==> config.mk <==
export PLATFORM = sky130hd
export DESIGN_NAME = bht_update_queue
export DESIGN_NICKNAME = d
export VERILOG_FILES = /design/src/rtl/ariane_pkg.sv /design/src/rtl/bht_update_queue.sv
export SDC_FILE = /design/constraint.sdc
export NUM_CORES = 1
export LEC_CHECK = 0
export BUFFER_PORTS_ARGS = -buffer_cell sky130_fd_sc_hd__buf_2
export CAP_MARGIN = 30
export CORE_MARGIN = 8
export CORE_UTILIZATION = 52
export DETAILED_ROUTE_END_ITERATION = 7
export PLACE_DENSITY_LB_ADDON = 0.3
export REMOVE_ABC_BUFFERS = 1
export SLEW_MARGIN = 20
export SYNTH_ARGS = -nofsm -noshare
export SYNTH_HDL_FRONTEND = slang
export SYNTH_SLANG_ARGS = --single-unit
export TNS_END_PERCENT = 50
==> constraint.sdc <==
create_clock -name clk_i -period 2.8 [get_ports clk_i]
set_clock_uncertainty 0.15 [all_clocks]
set_input_delay 0.28 -clock clk_i [delete_from_list [all_inputs] [get_ports clk_i]]
set_output_delay 0.28 -clock clk_i [all_outputs]
set_load 0.005 [all_outputs]
==> src/rtl/ariane_pkg.sv <==
// ============================================================================
//  Module      : ariane_pkg
//  Description : Shared types for the frontend predictor interfaces. Holds the
//                BHT update record and the default depth of the queue that
//                buffers resolved branches until they commit.
//  Revision    : 1.0 - initial release
// ============================================================================
`default_nettype none

package ariane_pkg;

    // Width of the program counter carried in predictor update records.
    localparam int unsigned BHT_PC_WIDTH = 64;

    // Default number of resolved-but-uncommitted branches held for training.
    localparam int unsigned BHT_UPDATE_QUEUE_DEPTH = 4;

    // One training event for the branch history table.
    typedef struct packed {
        logic                    valid;
        logic [BHT_PC_WIDTH-1:0] pc;
        logic                    taken;
    } bht_update_t;

endpackage : ariane_pkg

`default_nettype wire

==> src/rtl/bht_update_queue.sv <==
// ============================================================================
//  Module      : bht_update_queue
//  Description : In-order buffer of speculatively resolved conditional
//                branches. Entries train the BHT only once they commit; a
//                flush discards everything still uncommitted so wrong-path
//                branches never reach the predictor.
//  Revision    : 1.0 - initial release
// ============================================================================
`default_nettype none

module bht_update_queue
    import ariane_pkg::*;
#(
    parameter int unsigned DEPTH    = BHT_UPDATE_QUEUE_DEPTH,
    parameter int unsigned PC_WIDTH = BHT_PC_WIDTH
) (
    input  logic                       clk_i,
    input  logic                       rst_ni,
    input  logic                       flush_i,
    input  logic                       debug_mode_i,
    input  logic                       resolve_valid_i,
    input  logic [PC_WIDTH-1:0]        resolve_pc_i,
    input  logic                       resolve_taken_i,
    output logic                       resolve_ready_o,
    input  logic                       commit_i,
    output bht_update_t                bht_update_o,
    output logic [$clog2(DEPTH):0]     pending_cnt_o
);

    localparam int unsigned PTR_W = $clog2(DEPTH);
    localparam int unsigned CNT_W = PTR_W + 1;
    localparam logic [CNT_W-1:0] C_DEPTH = CNT_W'(DEPTH);

    // Entry storage; validity is implied by the occupancy count, so the
    // payload itself needs no reset.
    logic [PC_WIDTH-1:0] pc_q    [DEPTH];
    logic                taken_q [DEPTH];

    logic [PTR_W-1:0] wptr_q, wptr_d;
    logic [PTR_W-1:0] rptr_q, rptr_d;
    logic [CNT_W-1:0] cnt_q,  cnt_d;
    bht_update_t      update_q, update_d;

    logic w_push;
    logic w_pop;

    // Ready looks only at the registered count so commit_i never reaches it.
    assign resolve_ready_o = (cnt_q < C_DEPTH);
    assign w_push          = resolve_valid_i && resolve_ready_o && !flush_i;
    // A commit is honoured even in a flush cycle: that branch has retired.
    assign w_pop           = commit_i && (cnt_q != '0);

    assign bht_update_o    = update_q;
    assign pending_cnt_o   = cnt_q;

    // Next-state for pointers, occupancy and the outgoing update record.
    always_comb begin
        wptr_d         = wptr_q;
        rptr_d         = rptr_q;
        cnt_d          = cnt_q;
        update_d       = update_q;
        update_d.valid = 1'b0;

        // Only a real training event refreshes pc/taken; otherwise they hold.
        if (w_pop && !debug_mode_i) begin
            update_d.valid = 1'b1;
            update_d.pc    = pc_q[rptr_q];
            update_d.taken = taken_q[rptr_q];
        end

        if (flush_i) begin
            wptr_d = '0;
            rptr_d = '0;
            cnt_d  = '0;
        end else begin
            if (w_push) begin
                wptr_d = wptr_q + PTR_W'(1);
            end
            if (w_pop) begin
                rptr_d = rptr_q + PTR_W'(1);
            end
            case ({w_push, w_pop})
                2'b10:   cnt_d = cnt_q + CNT_W'(1);
                2'b01:   cnt_d = cnt_q - CNT_W'(1);
                default: cnt_d = cnt_q;
            endcase
        end
    end

    // Control state with asynchronous reset.
    always_ff @(posedge clk_i or negedge rst_ni) begin
        if (!rst_ni) begin
            wptr_q   <= '0;
            rptr_q   <= '0;
            cnt_q    <= '0;
            update_q <= '0;
        end else begin
            wptr_q   <= wptr_d;
            rptr_q   <= rptr_d;
            cnt_q    <= cnt_d;
            update_q <= update_d;
        end
    end

    // Payload write at the tail on an accepted resolve.
    always_ff @(posedge clk_i) begin
        if (w_push) begin
            pc_q[wptr_q]    <= resolve_pc_i;
            taken_q[wptr_q] <= resolve_taken_i;
        end
    end

`ifndef SYNTHESIS
    // Sanity checks on the producer/consumer handshake.
    always @(posedge clk_i) begin
        if (rst_ni) begin
            if (commit_i && (cnt_q == '0) && !flush_i) begin
                $warning("bht_update_queue: commit with empty queue ignored");
            end
            if (cnt_q > C_DEPTH) begin
                $error("bht_update_queue: occupancy %0d exceeds depth %0d", cnt_q, DEPTH);
            end
        end
    end
`endif

endmodule : bht_update_queue

`default_nettype wire

**Word level (Yosys, flattened, before mapping)**

Memories as Yosys holds them, arrays and structs flattened.
Index checks and enable logic that the tools add are counted.

- Flip-flop bits (word level): 73
- Bits in writable memories: 260
- Input bits: 71
- Output and inout port bits: 70
- Word-level logic and storage cells: 34
- Memories kept: 2

- Add/sub/neg operators: 4
- Magnitude comparators: 1
- Eq/ne operators: 2
- Mux-type cells: 9
- Reductions and logical operators: 10

Memories:

| memory | depth | bits a word | rd ports | clocked after Yosys merged registers in | write ports | RTL line | source |
|---|---|---|---|---|---|---|---|
| pc_q | 4 | 64 | 1 | 0 | 1 | bht_update_queue.sv:36 | `logic [PC_WIDTH-1:0] pc_q [DEPTH];` |
| taken_q | 4 | 1 | 1 | 0 | 1 | bht_update_queue.sv:37 | `logic taken_q [DEPTH];` |

Operators by type and width:

| operator | count |
|---|---|
| 2-to-1 mux 66 bit | 1 |
| 2-to-1 mux 2 bit | 4 |
| one-hot mux 3 bit (2 select lines) | 1 |
| nonzero test 3 bit | 2 |
| adder 2 x 1 -> 2 bit (second input constant) | 2 |
| logical AND 1 bit | 4 |
| nonzero test 2 bit | 2 |
| adder 3 x 1 -> 3 bit (second input constant) | 1 |
| < comparator 3 bit (second input constant) | 1 |
| 2-to-1 mux 3 bit | 1 |
| subtractor 3 x 1 -> 3 bit (second input constant) | 1 |
| == test 2 x 1 -> 1 bit (second input constant) | 1 |
| == test 2 bit (second input constant) | 1 |
| logical NOT 1 bit | 2 |
| 2-to-1 mux 1 bit | 2 |

**Longest topological paths before layout**

Gate-level depths: netlist (run 1).

- Depth in word-level cells: 6
- Depth in mapped cells: 7
- Depth with buffers taken out: 6

**Least setup slack after synthesis (run 1)**

Ideal clock, no wire load.

- Kind: register -> register
- Start point: register cnt_q[2], in the netlist pending_cnt_o[2]
- End point: memory pc_q[1][0] in the netlist's numbering (enable)
- Library setup time: 0.430 ns
- Arrival time: 2.599 ns
- Data required time: 2.220 ns
- Slack: -0.379 ns
- Stages on the path, launching flop included: 3
- Path buffers: 0
- Period minus slack after synthesis: 3.179 ns
- Cells stage by stage: dfrtp_1 > nor3b_1 > and2_1

- Longest elaborated chain between the ends: 5

Ends and longest elaborated chain:

| what | RTL line | source |
|---|---|---|
| start, declared | bht_update_queue.sv:41 | `logic [CNT_W-1:0] cnt_q, cnt_d;` |
| start signal, assigned | bht_update_queue.sv:100 | `cnt_q <= cnt_d;` |
| < comparator 3 bit | bht_update_queue.sv:48 | `assign resolve_ready_o = (cnt_q < C_DEPTH);` |
| logical AND 1 bit (2 in a row) | bht_update_queue.sv:49 | `assign w_push = resolve_valid_i && resolve_ready_o && !flush_i;` |
| 2-to-1 mux 1 bit | bht_update_queue.sv:107 | `if (w_push) begin` |
| 2-to-1 mux 1 bit (not written as such) | bht_update_queue.sv:108 | `pc_q[wptr_q] <= resolve_pc_i;` |
| end, declared | bht_update_queue.sv:36 |  |

No other way between the ends.

**Worst setup path in the final report (run 1)**

- Start point: register cnt_q[2], in the netlist pending_cnt_o[2]
- End point: register cnt_q[1], in the netlist pending_cnt_o[1]

- Longest elaborated chain between the ends: 6
- Elaborated cells between the ends (all ways): 10
- Those cells by class: order compare (1); eq/ne (2); mux (2); reduce/logical (5)

Ends and longest elaborated chain:

| what | RTL line | source |
|---|---|---|
| < comparator 3 bit | bht_update_queue.sv:48 |  |
| logical AND 1 bit (2 in a row) | bht_update_queue.sv:49 |  |
| == test 2 x 1 -> 1 bit / == test 2 bit (equally long branches) | bht_update_queue.sv:82 | `case ({w_push, w_pop})` |
| one-hot mux 3 bit (2 select lines) | bht_update_queue.sv:82 |  |
| 2-to-1 mux 3 bit | bht_update_queue.sv:71 | `if (flush_i) begin` |

Parallel ways exist; a longest one is shown, timed or not.
A chain may end at the register's enable or synchronous reset.

==> results.sh, run 1 <==
export IMPL_p_comb_share_pct=16.3
export IMPL_finalCritPeriodShare_pct=89.1
export IMPL_syn_area_mm2=0.0125
export IMPL_syn_instance_count=531
export IMPL_yosysWarnings=0
export IMPL_antennaDiodeCount=0
export IMPL_cts_setup_buffers=0
export IMPL_post_route_drc_count=0
export IMPL_slew_headroom_pct=57.6
export IMPL_synth_seq_cells=333
export IMPL_port_buffers=140
export IMPL_fp_dieH_um=171
export IMPL_fin_util_pct=65.4
export IMPL_die_area_mm2=0.0293
export IMPL_p_per_area_mw_per_mm2=814
export IMPL_cts_tree="built"
export IMPL_insertion_delay_ps=490
export IMPL_power_leakage_nw=5.55
export IMPL_cp_arrival_ps=2720
export IMPL_ir_drop_v=0.000604
export IMPL_drv_slew=0
export IMPL_initial_core_util_pct=53.2
export IMPL_min_from="commit_i"
export IMPL_status="finished, final reports clean"
export IMPL_gp_congestion=0.731
export IMPL_area_delta_synth_final_pct=23.0
export IMPL_mostFrequentLayoutCell="edfxtp_1"
export IMPL_worstMarginPinSlew_ps=636
export IMPL_seqPwrFrac_pct=50.4
export IMPL_first_global_vias=6647
export IMPL_r2r_cells=5
export IMPL_p_sw_mw=2.88
export IMPL_grt_pass1_wl_mm=37.6
export IMPL_start_kind="flip-flop"
export IMPL_cp_endpoint="pending_cnt_o[1]"
export IMPL_power_frac_clock_pct=33.2
export IMPL_rows=56
export IMPL_ys_types=36
export IMPL_r2r_end="pending_cnt_o[1]"
export IMPL_grt_overflow=0
export IMPL_hold_path_class="in2reg"
export IMPL_switching_share_pct=23.0
export IMPL_track_usage_pct=16.8
export IMPL_cts_repair_resized=0
export IMPL_drv_cap=0
export IMPL_finalWorstSetupSlack_ps=304
export IMPL_synth_avg_cell_area_um2=23.6
export IMPL_htree_levels=2
export IMPL_cp_end_kind="flip-flop"
export IMPL_fin_total_pwr_mw=12.5
export IMPL_route_vias_total=5981
export IMPL_cts_buffers=35
export IMPL_ys_seq_area_share_pct=77.0
export IMPL_worst_setup_path_type="reg2reg"
export IMPL_vias_per_cell=5.38
export IMPL_drtIter0Drc=325
export IMPL_drive_gt1_share_pct=42.6
export IMPL_antenna_left=0
export IMPL_crit_required_ps=3020
export IMPL_hold_viol=0
export IMPL_fmaxAchievable_mhz=401
export IMPL_fin_nets=844
export IMPL_cts_hold_buf=68
export IMPL_critPathLaunch="pending_cnt_o[2]"
export IMPL_fin_crit_ps=2500
export IMPL_grt_max_degree=41
export IMPL_final_cell_mix="260 x edfxtp_1, 139 x buf_2, 71 x dfrtp_1"
export IMPL_io_pins=141
export IMPL_setup_viol=0
export IMPL_cts_reportedPaths_clkPinSlew_ps=50
export IMPL_firstDrtPassIters=4
export IMPL_drt_wl_total_mm=23.8
export IMPL_core_mm2=0.0235
export IMPL_cts_sink_count=333
export IMPL_rrSetupSlack_ps=300
export IMPL_clockRootBuffer="clkbuf_16"
export IMPL_rr_startpoint="pending_cnt_o[2]"
export IMPL_dp_slack_ps=324
export IMPL_grt_antenna_before_repair=0
export IMPL_hpwl_mm=14.0
export IMPL_rsz0062_at_grt="no"
export IMPL_drt_wirelength_per_cell_um=21.4
export IMPL_path_max_fanout=9
export IMPL_cts_buffer_depth=3
export IMPL_die_x_um=171
export IMPL_internal_power_mw=9.65
==> critical path, stage by stage (launching register included) <==
cell	delay [ps]
dfrtp_1	500
o31ai_4	420
nor2_1	110
fa_1	510
or4b_2	590
o311ai_0	100
==> power by group through the flow <==
stage	sequential, mW	clock [mW]	combinational [mW]
floorplan	6.46	0	1.02
CTS	6.32	4.26	2.11
global route	6.40	4.45	2.23
finish	6.32	4.16	2.05
detailed placement	6.41	0	2.02
global placement	6.38	0	1.98
==> per-stage QoR <==
stage                     setup TNS, ps  hold slack [ps]  area (um^2)  std cells
final                                 0              109        15400       1112
after detailed placement              0              197        13700        982
after floorplan                 -166420             -166        12300        507
after CTS                             0             83.6        15400       1112
after global routing                  0              132        15400       1112
after global placement                0              192        13700        982
==> cell families after synthesis <==
| group | count (synthesis) | share of synthesized area (%) |
|---|---|---|
| and+or+nand+nor | 21 | 0.980 |
| AOI/OAI and AO/OA | 8 | 0.570 |
| adders and majority gates | 5 | 0.560 |
| xor gates and xnor gates | 5 | 0.350 |
| buffers and inverters | 28 | 1.76 |
| muxes | 131 | 18.8 |
| DFF | 333 | 77.0 |
==> metal layers <==
layer | vias to the layer above | share of wire, % | global-route usage [%]
met2 | 182 | 50 | 28.3
met4 | 0 | 1.3 | 3.74
met3 | 28 | 6.0 | 3.64
met5 | - | 0 | 0
met1 | 3133 | 43 | 22.3
li1 | 2638 | - | -
==> cell usage after synthesis, drive strengths merged <==
cell type / count / share of area, %
a32oi: 1 / 0.070
a21oi: 1 / 0.040
mux2: 65 / 7.0
nand2b: 2 / 0.10
nand3b: 1 / 0.060
nand2: 1 / 0.030
ha: 4 / 0.40
or4: 1 / 0.060
nor3b: 1 / 0.060
o31ai: 1 / 0.17
nor2b: 1 / 0.050
nand4b: 1 / 0.070
a21o: 1 / 0.060
buf: 20 / 1.5
dfrtp: 73 / 15
and2: 4 / 0.20
xor2: 4 / 0.28
o311ai: 2 / 0.14
edfxtp: 260 / 62
inv: 4 / 0.12
xnor2: 1 / 0.070
o21ai: 1 / 0.040
clkbuf: 4 / 0.12
nand3: 1 / 0.040
mux2i: 1 / 0.080
fa: 1 / 0.16
nor2: 7 / 0.23
a31oi: 1 / 0.050
or4b: 1 / 0.080
mux4: 65 / 12
==> worst min-delay path by stage <==
stage	to	cells past startpoint
final	pending_cnt_o[2]	4
after global routing	pending_cnt_o[2]	4
after CTS	rptr_q[0]	4
after detailed placement	bht_update_o[4]	1
after global placement	bht_update_o[4]	1
after floorplan	bht_update_o[0]	0
==> final cells by class <==
cell class                      instances  area [um^2]
Multi-Input combinational cell        170         2680
Inverter                                4         15.0
Clock buffer                           43          926
Clock inverter                         19          110
Tap cell                              319          399
Timing Repair Buffer                  224         1630
Sequential cell                       333         9640
Fill cell                            1599         8150
==> state kept, by name, summed over array words and instances, names as in the netlist <==
name	count
bht_update_o	66
pc_q	256
pending_cnt_o	3
rptr_q	2
taken_q	4
wptr_q	2
Power figures use the tool's default switching activity.
==> run 2, diff against run 1 <==
- CORE_UTILIZATION: 52 -> 46
==> run 2 against run 1 <==
Compared with the run above: clock power grew 7.7%; die area grew 12%; total power grew 2.5%; fmax shrank 0.42%; utilization shrank 7.5 points; first-iteration DRC count grew 17%; via count shrank 0.30%; critical path type unchanged; critical endpoint unchanged; largest cell class unchanged.
==> results.sh, run 2 (synthesized netlist as in run 1, its figures left out) <==
export IMPL_antenna_left=0
export IMPL_drv_slew=0
export IMPL_r2r_end="pending_cnt_o[1]"
export IMPL_fin_util_pct=57.9
export IMPL_area_delta_synth_final_pct=24.1
export IMPL_fillers=1968
export IMPL_fmaxAchievable_mhz=399
export IMPL_p_per_area_mw_per_mm2=827
export IMPL_hold_path_class="in2reg"
export IMPL_rows=60
export IMPL_ir_drop_v=0.000495
export IMPL_cts_buffer_depth=3
export IMPL_port_buffers=140
export IMPL_fin_area_mm2=0.0155
export IMPL_grt_max_degree=67
export IMPL_worstMarginPinSlew_ps=709
export IMPL_p_sw_mw=2.90
export IMPL_path_max_fanout=9
export IMPL_rr_startpoint="pending_cnt_o[2]"
export IMPL_track_usage_pct=15.2
export IMPL_cts_tree="built"
export IMPL_drtIter0Drc=379
export IMPL_hold_viol=0
export IMPL_first_global_vias=6824
export IMPL_cts_buffers=35
export IMPL_placed_cell_area_mm2=0.0137
export IMPL_cts_setup_buffers=0
export IMPL_vias_per_cell=5.24
export IMPL_drv_cap=0
export IMPL_finalCritPeriodShare_pct=89.5
export IMPL_fin_nets=846
export IMPL_hold_end="rptr_q[0]"
export IMPL_min_from="commit_i"
export IMPL_slew_headroom_pct=52.7
export IMPL_grt_pass1_wl_mm=39.0
export IMPL_gp_congestion=0.746
export IMPL_die_area_mm2=0.0327
export IMPL_largest_register_ffs=256
export IMPL_setup_viol=0
export IMPL_insertion_delay_ps=490
export IMPL_start_kind="flip-flop"
export IMPL_antennaDiodeCount=0
export IMPL_internal_power_mw=9.95
export IMPL_final_cell_mix="260 x edfxtp_1, 139 x buf_2, 71 x dfrtp_1"
export IMPL_clockRootBuffer="clkbuf_16"
export IMPL_p_comb_share_pct=15.9
export IMPL_drt_wirelength_per_cell_um=21.6
export IMPL_cts_reportedPaths_clkPinSlew_ps=60
export IMPL_route_vias_total=5963
export IMPL_fin_crit_ps=2510
export IMPL_power_frac_clock_pct=34.8
export IMPL_initial_core_util_pct=46.7
export IMPL_top_register="pc_q"
export IMPL_fp_dieH_um=181
export IMPL_htree_levels=2
export IMPL_drt_wl_total_mm=24.6
export IMPL_r2r_cells=5
export IMPL_drive_gt1_share_pct=43.7
export IMPL_io_pins=141
export IMPL_seqPwrFrac_pct=49.3
export IMPL_switching_share_pct=22.6
export IMPL_mostFrequentLayoutCell="edfxtp_1"
export IMPL_cts_sink_count=333
export IMPL_cp_arrival_ps=2730
export IMPL_core_mm2=0.0268
export IMPL_power_leakage_nw=5.61
export IMPL_grt_overflow=0
export IMPL_worst_setup_path_type="reg2reg"
export IMPL_firstDrtPassIters=4
export IMPL_rrSetupSlack_ps=290
export IMPL_die_x_um=181
export IMPL_hpwl_mm=14.8
export IMPL_holdPathStages=4
export IMPL_status="finished, final reports clean"
export IMPL_cp_end_kind="flip-flop"
export IMPL_grt_antenna_before_repair=0
export IMPL_crit_required_ps=3020
export IMPL_post_route_drc_count=0
export IMPL_rsz0062_at_grt="no"
run 2: cell count changes in the layout (fill, tap and decap cells not counted), sizes merged:
cell,previous run,this run
clkinv,16,7
buf,156,158
inv,5,4
clkbuf,43,55
clkinvlp,1,0
run 2: worst max path at each step:
stage / cells after the start / end / slack (ps) / startpoint
floorplan: 2 / bht_update_o[1] / -1010 / rptr_q[0]
global placement: 5 / pending_cnt_o[1] / 420 / pending_cnt_o[2]
detailed placement: 5 / pending_cnt_o[1] / 300 / pending_cnt_o[0]
CTS: 5 / pending_cnt_o[1] / 300 / pending_cnt_o[2]
global route: 5 / pending_cnt_o[1] / 170 / pending_cnt_o[0]
finish: 5 / pending_cnt_o[1] / 290 / pending_cnt_o[2]
run 2: cell type report:
type	count	area [um^2]	share of cell area (%)
clock buffers	55	1070	6.91
clock inverters	8	66.3	0.427
inverters	4	15.0	0.0967
multi-input cells	170	2680	17.2
flip-flops and latches	333	9640	62.1
well taps	341	427	2.75
repair buffers	226	1630	10.5
run 2: repair_timing:
item                      in CTS  in global routing
hold endpoints to repair     309                  0
gates resized for setup        0                  0
hold buffers                  68                  0
run 2: power by group through the flow:
stage                     clock, mW  sequential, mW  combinational, mW
after floorplan                   0            6.46               1.02
after global placement            0            6.41               1.97
after detailed placement          0            6.44               2.01
after CTS                      4.61            6.35               2.10
after global routing           4.79            6.41               2.23
final                          4.48            6.33               2.04
run 2: layer usage:
layer | up-vias | GRT usage (%) | routed length (um)
met4 | 0 | 3.44 | 374
met3 | 37 | 3.57 | 1300
met2 | 148 | 27.0 | 12600
met5 | - | 0 | 0
li1 | 2647 | - | -
met1 | 3131 | 18.7 | 10200
run 2: through the flow:
stage                     setup TNS, ps  setup slack (ps)  hold slack, ps  total power [mW]  std cells
after floorplan                 -166420             -1010            -166              7.48        507
after global placement                0               425             234              8.38       1006
after detailed placement              0               296             238              8.45       1006
after CTS                             0               304            69.6              13.1       1137
after global routing                  0               174             109              13.4       1137
final                                 0               294            99.8              12.8       1137
run 2: worst max-delay path, stage by stage (launching register included):
cell and delay, ps:
dfrtp_1 490, o31ai_4 430, nor2_1 110, fa_1 510, or4b_2 590, o311ai_0 110
